### src/rtl/serial_tx_block_if.sv
// serial_tx_block_if: word handshake between upstream logic and serial_tx_block.
//   tx_data  - word to transmit (DATA_BITS wide)
//   tx_valid - tx_data is valid
//   tx_ready - transmitter can accept a word this cycle
// Modports: master (upstream producer), slave (transmitter).
interface serial_tx_block_if #(
    parameter int unsigned DATA_BITS = 8
);
    logic [DATA_BITS-1:0] tx_data;
    logic                 tx_valid;
    logic                 tx_ready;

    modport master (
        output tx_data,
        output tx_valid,
        input  tx_ready
    );

    modport slave (
        input  tx_data,
        input  tx_valid,
        output tx_ready
    );
endinterface

### src/rtl/serial_tx_block.sv
// serial_tx_block: bit-serial asynchronous frame transmitter.
// Frame: start bit (0), DATA_BITS data bits LSB first, optional even parity bit, stop bit (1).
// Each bit lasts P cycles, P = bit_period_i latched at accept (0 is treated as 1).
// Optional feature macro: TX_PARITY_EN (defined = parity bit inserted before stop).
// Ports:
//   clk          - system clock
//   n_rst        - asynchronous active-low reset
//   abort_i      - synchronous frame abort, active high
//   bit_period_i - clock cycles per serial bit
//   tx_if        - slave side of the tx_data/tx_valid/tx_ready handshake
//   serial_out_o - serial line, idle high, registered
//   tx_busy_o    - frame in progress, registered
//   frame_done_o - one-cycle pulse after a frame completes, registered
module serial_tx_block #(
    parameter int unsigned DATA_BITS = 8,
    parameter int unsigned CNT_BITS  = 14
) (
    input  logic                clk,
    input  logic                n_rst,
    input  logic                abort_i,
    input  logic [CNT_BITS-1:0] bit_period_i,
    serial_tx_block_if.slave    tx_if,
    output logic                serial_out_o,
    output logic                tx_busy_o,
    output logic                frame_done_o
);

    localparam int unsigned IdxW = (DATA_BITS > 1) ? $clog2(DATA_BITS) : 1;

`ifdef TX_PARITY_EN
    typedef enum logic [2:0] {StIdle, StStart, StData, StParity, StStop} state_e;
`else
    typedef enum logic [2:0] {StIdle, StStart, StData, StStop} state_e;
`endif

    state_e               state_q, state_d;
    logic [CNT_BITS-1:0]  cnt_q, cnt_d;
    logic [CNT_BITS-1:0]  period_q, period_d;
    logic [DATA_BITS-1:0] shift_q, shift_d;
    logic [IdxW-1:0]      idx_q, idx_d;
    logic                 serial_q, serial_d;
    logic                 busy_q, busy_d;
    logic                 done_q, done_d;
`ifdef TX_PARITY_EN
    logic                 parity_q, parity_d;
`endif

    logic                 rollover;
    logic                 accept;
    logic                 last_bit;
    logic [DATA_BITS-1:0] shifted;

    always_comb begin
        state_d  = state_q;
        cnt_d    = cnt_q;
        period_d = period_q;
        shift_d  = shift_q;
        idx_d    = idx_q;
        serial_d = serial_q;
        busy_d   = busy_q;
        done_d   = 1'b0;
`ifdef TX_PARITY_EN
        parity_d = parity_q;
`endif

        rollover = (cnt_q == period_q);
        last_bit = (idx_q == IdxW'(DATA_BITS - 1));
        shifted  = shift_q >> 1;

        // Ready on the final stop cycle too, so back-to-back frames have no idle gap.
        tx_if.tx_ready = (state_q == StIdle) ||
                         ((state_q == StStop) && rollover && !abort_i);
        accept = tx_if.tx_valid && tx_if.tx_ready && !abort_i;

        if (abort_i) begin
            state_d  = StIdle;
            cnt_d    = '0;
            idx_d    = '0;
            serial_d = 1'b1;
            busy_d   = 1'b0;
        end else begin
            case (state_q)
                StIdle: ;
                StStart: begin
                    if (rollover) begin
                        state_d  = StData;
                        cnt_d    = CNT_BITS'(1);
                        idx_d    = '0;
                        serial_d = shift_q[0];
                    end else begin
                        cnt_d = cnt_q + CNT_BITS'(1);
                    end
                end
                StData: begin
                    if (rollover) begin
                        cnt_d = CNT_BITS'(1);
                        if (last_bit) begin
`ifdef TX_PARITY_EN
                            state_d  = StParity;
                            serial_d = parity_q;
`else
                            state_d  = StStop;
                            serial_d = 1'b1;
`endif
                        end else begin
                            shift_d  = shifted;
                            idx_d    = idx_q + IdxW'(1);
                            serial_d = shifted[0];
                        end
                    end else begin
                        cnt_d = cnt_q + CNT_BITS'(1);
                    end
                end
`ifdef TX_PARITY_EN
                StParity: begin
                    if (rollover) begin
                        state_d  = StStop;
                        cnt_d    = CNT_BITS'(1);
                        serial_d = 1'b1;
                    end else begin
                        cnt_d = cnt_q + CNT_BITS'(1);
                    end
                end
`endif
                StStop: begin
                    if (rollover) begin
                        done_d   = 1'b1;
                        state_d  = StIdle;
                        cnt_d    = '0;
                        serial_d = 1'b1;
                        busy_d   = 1'b0;
                    end else begin
                        cnt_d = cnt_q + CNT_BITS'(1);
                    end
                end
                default: begin
                    state_d  = StIdle;
                    cnt_d    = '0;
                    serial_d = 1'b1;
                    busy_d   = 1'b0;
                end
            endcase

            // Accept overrides the stop-to-idle transition for chained frames.
            if (accept) begin
                state_d  = StStart;
                cnt_d    = CNT_BITS'(1);
                period_d = (bit_period_i == '0) ? CNT_BITS'(1) : bit_period_i;
                shift_d  = tx_if.tx_data;
                idx_d    = '0;
                serial_d = 1'b0;
                busy_d   = 1'b1;
`ifdef TX_PARITY_EN
                parity_d = ^tx_if.tx_data;
`endif
            end
        end
    end

    always_ff @(posedge clk or negedge n_rst) begin
        if (!n_rst) begin
            state_q  <= StIdle;
            cnt_q    <= '0;
            period_q <= '0;
            shift_q  <= '0;
            idx_q    <= '0;
            serial_q <= 1'b1;
            busy_q   <= 1'b0;
            done_q   <= 1'b0;
`ifdef TX_PARITY_EN
            parity_q <= 1'b0;
`endif
        end else begin
            state_q  <= state_d;
            cnt_q    <= cnt_d;
            period_q <= period_d;
            shift_q  <= shift_d;
            idx_q    <= idx_d;
            serial_q <= serial_d;
            busy_q   <= busy_d;
            done_q   <= done_d;
`ifdef TX_PARITY_EN
            parity_q <= parity_d;
`endif
        end
    end

    assign serial_out_o = serial_q;
    assign tx_busy_o    = busy_q;
    assign frame_done_o = done_q;

endmodule

### src/flat_wrapper.sv
// flat-port wrapper written by rule: the top's interface ports become plain ports
module serial_tx_block_flat 
#(
    parameter int unsigned DATA_BITS = 8,
    parameter int unsigned CNT_BITS  = 14
)
  (clk, n_rst, abort_i, bit_period_i, serial_out_o, tx_busy_o, frame_done_o, tx_if_tx_data, tx_if_tx_valid, tx_if_tx_ready);
  serial_tx_block_if #(.DATA_BITS(DATA_BITS)) tx_if_i ();
  input  logic clk;
  input  logic n_rst;
  input  logic abort_i;
  input  logic [CNT_BITS-1:0] bit_period_i;
  output logic serial_out_o;
  output logic tx_busy_o;
  output logic frame_done_o;
  input wire logic [$bits(tx_if_i.tx_data)-1:0] tx_if_tx_data;
  input wire logic [$bits(tx_if_i.tx_valid)-1:0] tx_if_tx_valid;
  output wire logic [$bits(tx_if_i.tx_ready)-1:0] tx_if_tx_ready;
  assign tx_if_i.tx_data = tx_if_tx_data;
  assign tx_if_i.tx_valid = tx_if_tx_valid;
  assign tx_if_tx_ready = tx_if_i.tx_ready;
  serial_tx_block #(.DATA_BITS(DATA_BITS), .CNT_BITS(CNT_BITS)) u_core (.clk(clk), .n_rst(n_rst), .abort_i(abort_i), .bit_period_i(bit_period_i), .tx_if(tx_if_i), .serial_out_o(serial_out_o), .tx_busy_o(tx_busy_o), .frame_done_o(frame_done_o));
endmodule
### config.mk
export PLATFORM = sky130hd
export DESIGN_NAME = serial_tx_block_flat
export DESIGN_NICKNAME = d
export VERILOG_FILES = /design/src/rtl/serial_tx_block_if.sv /design/src/rtl/serial_tx_block.sv /design/src/flat_wrapper.sv
export SDC_FILE = /design/constraint.sdc
export NUM_CORES = 1
export LEC_CHECK = 0
export BUFFER_PORTS_ARGS = -buffer_cell sky130_fd_sc_hd__clkbuf_2
export CAP_MARGIN = 20
export CORE_ASPECT_RATIO = 0.8
export CORE_MARGIN = 2
export CORE_UTILIZATION = 40
export CTS_BUF_LIST = sky130_fd_sc_hd__clkbuf_2 sky130_fd_sc_hd__clkbuf_4 sky130_fd_sc_hd__clkbuf_8
export CTS_CLUSTER_SIZE = 8
export DETAILED_ROUTE_END_ITERATION = 8
export GPL_ROUTABILITY_DRIVEN = 1
export SYNTH_ARGS = -nofsm -noshare
export SYNTH_HDL_FRONTEND = slang
export SYNTH_SLANG_ARGS = --single-unit
### constraint.sdc
create_clock -name clk -period 5.5 [get_ports clk]
set_input_delay 0 -clock clk [delete_from_list [all_inputs] [get_ports clk]]
set_output_delay 0 -clock clk [all_outputs]
set_load 0.05 [all_outputs]
==> impl_results.md <==
- Row Count: 26
- Setup Slack @ Placement: 2.90 ns
- Tcrit/Tclk final: 0.495
- Internal Power: 0.765 mW
- CTS clk-pin slew, worst paths: 0.09 ns
- Root Buffer: clkbuf_8
- Max-slew headroom: 0.301
- Via density: 5.31
- Setup crit end kind: primary output
- Vias in the first global route: 1881
- Clk Latency, worst-skew pair: 0.30 ns
- R2R Path End: u_core.period_q[1]
- Switching share of power: 0.367
- WHS Path Cells: 2
- Synth warnings: 0
- Post-synth ARST share: 1.00
- Synth cell count leaders: dfrtp_1, nand2_1, nor2_1
- Power Density: 383 nW/µm²
- IO Port Bufs: 29
- GP Congestion: 0.801
- Initial Util: 0.408
- Synth cell types: 53
- Worst EP required: 5.50 ns
- Largest cells by area after synthesis: dfrtp_1, mux2_1, xnor2_1
- Mapped Cells: 249
- Detailed-route DRC error count: 0
- Number of flops mapped to enable cells by yosys: 0
- CP max-delay cell: or4_1
- CORE AREA: 6280 µm²
- Hold EP: u_core.frame_done_o
- Max cap viols: 0
- Clock sinks: 44
- Synth area leader: dfrtp_1
- Final Skew: 0.00596 ns
- Cts repair resizes: 0
- Hold wc startpoint: abort_i
- Final Max Tran Viols: 0
- Final worst setup slack: 2.78 ns
- CTS Buffer Depth: 2
- Reg2Reg Depth: 6
- Post-synthesis adder-cell area fraction: 0.0439
- Yosys reg bits: 44
- Overall Global Routing Usage: 0.170
- RSZ-0062 raised after global routing: no
- Leak: 1.39 nW
- Main synth FF type: dfrtp_1
- Worst EP arrival: 2.72 ns
- Complex-gate fraction of the synthesized area: 0.149
- Flop2flop setup slack: 2.89 ns
- Initial DRC count: 149
- Fmax: 367 MHz
- Crit. Startpoint: u_core.cnt_q[5]
- Crit Reg-Reg Startpoint: u_core.state_q[0]
- Crit path cell chain: xnor2_1, nand4_2, or4_1, nor3b_2, or2_1, clkbuf_2
- Final setup fails: 0
- Combinational share of power: 0.373
- Mux share of post-synthesis cell area: 0.0967
- TritonCTS clock tree: yes
- Post-Syn Area per Cell: 10.3 µm²
- Via count: 2054
- Setup Fix Bufs, Post-CTS: 0
- Die Area: 7070 µm²
- Sequential fraction of the synthesis area: 0.430
- DP Wirelength: 3.87 mm
- Largest net degree at the start of global routing: 45
- Antenna diode count: 0
- Area delta synth->final: 23.0%
- Sum Neg Setup Slack: 0 ns
- Net switching power: 0.443 mW
- Final ANT Viol Nets: 0
- # H-tree levels: 2
- Antenna violations before repair: 0
- Clock network fraction of design power: 0.219
- Endpoints failing hold: 0
- CP Launch Type: register
- Synth Area in Simple Gates: 0.211
- Sequential share of power: 0.408
- Slew @ Worst Pin: 1.04 ns
- Most frequent cell after synthesis: dfrtp_1
- Non-filler cells, final: 387
- CP max FO: 11
- Hold Crit Class: input port to register
- Total wire length: 5.50 mm
- Number of I/O pins: 30
- Grt total ovfl: 0
- Critical setup path kind: register to primary output
- # hold bufs at CTS: 23
- Synth Area in XOR/XNOR: 0.0479
- Die width: 93.5 µm
- DP Cell Count: 356
- Worst path max stage delay: 0.80 ns
- Run status: completed
- TritonCTS buffer count: 5
- Post-synth top area share: 0.420
- Cell Area, Synth: 2560 µm²
- Global-route wire length before repair: 9.38 mm
- Dominant combinational cell family by area after synthesis: simple AND/OR/NAND/NOR gates
- Routed WL per cell: 14.2 µm
- Final min period: 2.72 ns
- Share of layout cells above drive strength 1: 0.175
- Worst vdd ir: 207 µV
- Mapped Nets: 284
- Die height: 75.6 µm
- DR pass1 iterations: 4
- Nets: 337
## power by group through the flow
stage	Combinational (mW)	Clock (mW)	Sequential, mW
global route	0.507	0.285	0.508
CTS	0.454	0.274	0.493
floorplan	0.333	0	0.499
finish	0.451	0.264	0.492
detailed placement	0.440	0	0.500
global placement	0.438	0	0.498
## metal layers
layer	vias to the layer above	wire length, µm	track usage
met1	979	2850	0.254
met5	-	0	0
met4	0	46	0.0556
met3	4	278	0.0366
li1	1021	-	-
met2	50	2320	0.248
## cells by family (layout without fill, tap and decap cells)
kind of cell	count (synthesis)	after routing
XOR/XNOR	14	14
AO/OA/AOI/OAI	52	52
flip-flops	44	44
multiplexers	23	23
adder cells (fa/ha/maj)	9	9
AND/OR/NAND/NOR	95	95
buffers and inverters	12	66
## worst max-delay path: cells and delay by family (launching register included)
family | cells | cell delay [ns]
AND/OR/NAND/NOR | 4 | 1.45
flip-flops | 1 | 0.47
buffers and inverters | 1 | 0.27
XOR/XNOR | 1 | 0.23
## through the flow
step / util / power [mW] / hold slack [ns] / cell area (µm²)
after floorplan: - / 0.832 / -0.296 / 2560
after global placement: 0.446 / 0.936 / 0.120 / 2800
after detailed placement: 0.446 / 0.940 / 0.117 / 2800
after CTS: 0.502 / 1.22 / 0.0820 / 3150
after global routing: 0.502 / 1.30 / 0.103 / 3150
final: 0.502 / 1.21 / 0.0946 / 3150
## how the worst max path moves through the flow
stage | to | cells past startpoint
5_1_grt | tx_if_tx_ready | 6
4_1_cts | tx_if_tx_ready | 6
6_report | tx_if_tx_ready | 6
2_1_floorplan | tx_if_tx_ready | 6
3_5_place_dp | u_core.period_q[5] | 6
3_3_place_gp | u_core.period_q[8] | 6
## area by class of cell
cell class,instances,area [µm²]
Timing Repair Buffer,54,390
Clock buffer,6,82.6
Inverter,4,15.0
Sequential cell,44,1100
Tap cell,84,105
Clock inverter,2,38.8
Fill cell,580,3130
Multi-Input combinational cell,193,1420
## registers in the layout, indices dropped and copies added, names as in the netlist
name,count
u_core.idx_q,3
u_core.shift_q,8
u_core.period_q,14
u_core.cnt_q,14
u_core.serial_out_o,1
u_core.frame_done_o,1
u_core.tx_busy_o,1
u_core.state_q,2
## cells in the final DEF, fill, tap and decap left out, drive strengths merged, types with 13 or more instances in the layout
| cell | n |
|---|---|
| xnor2 | 14 |
| dlygate4sd3 | 23 |
| nand2 | 21 |
| dfrtp | 43 |
| nor2 | 21 |
| mux2 | 14 |
| clkbuf | 35 |
| o21ai | 13 |
No activity file was read; power rests on OpenSTA's default activity.
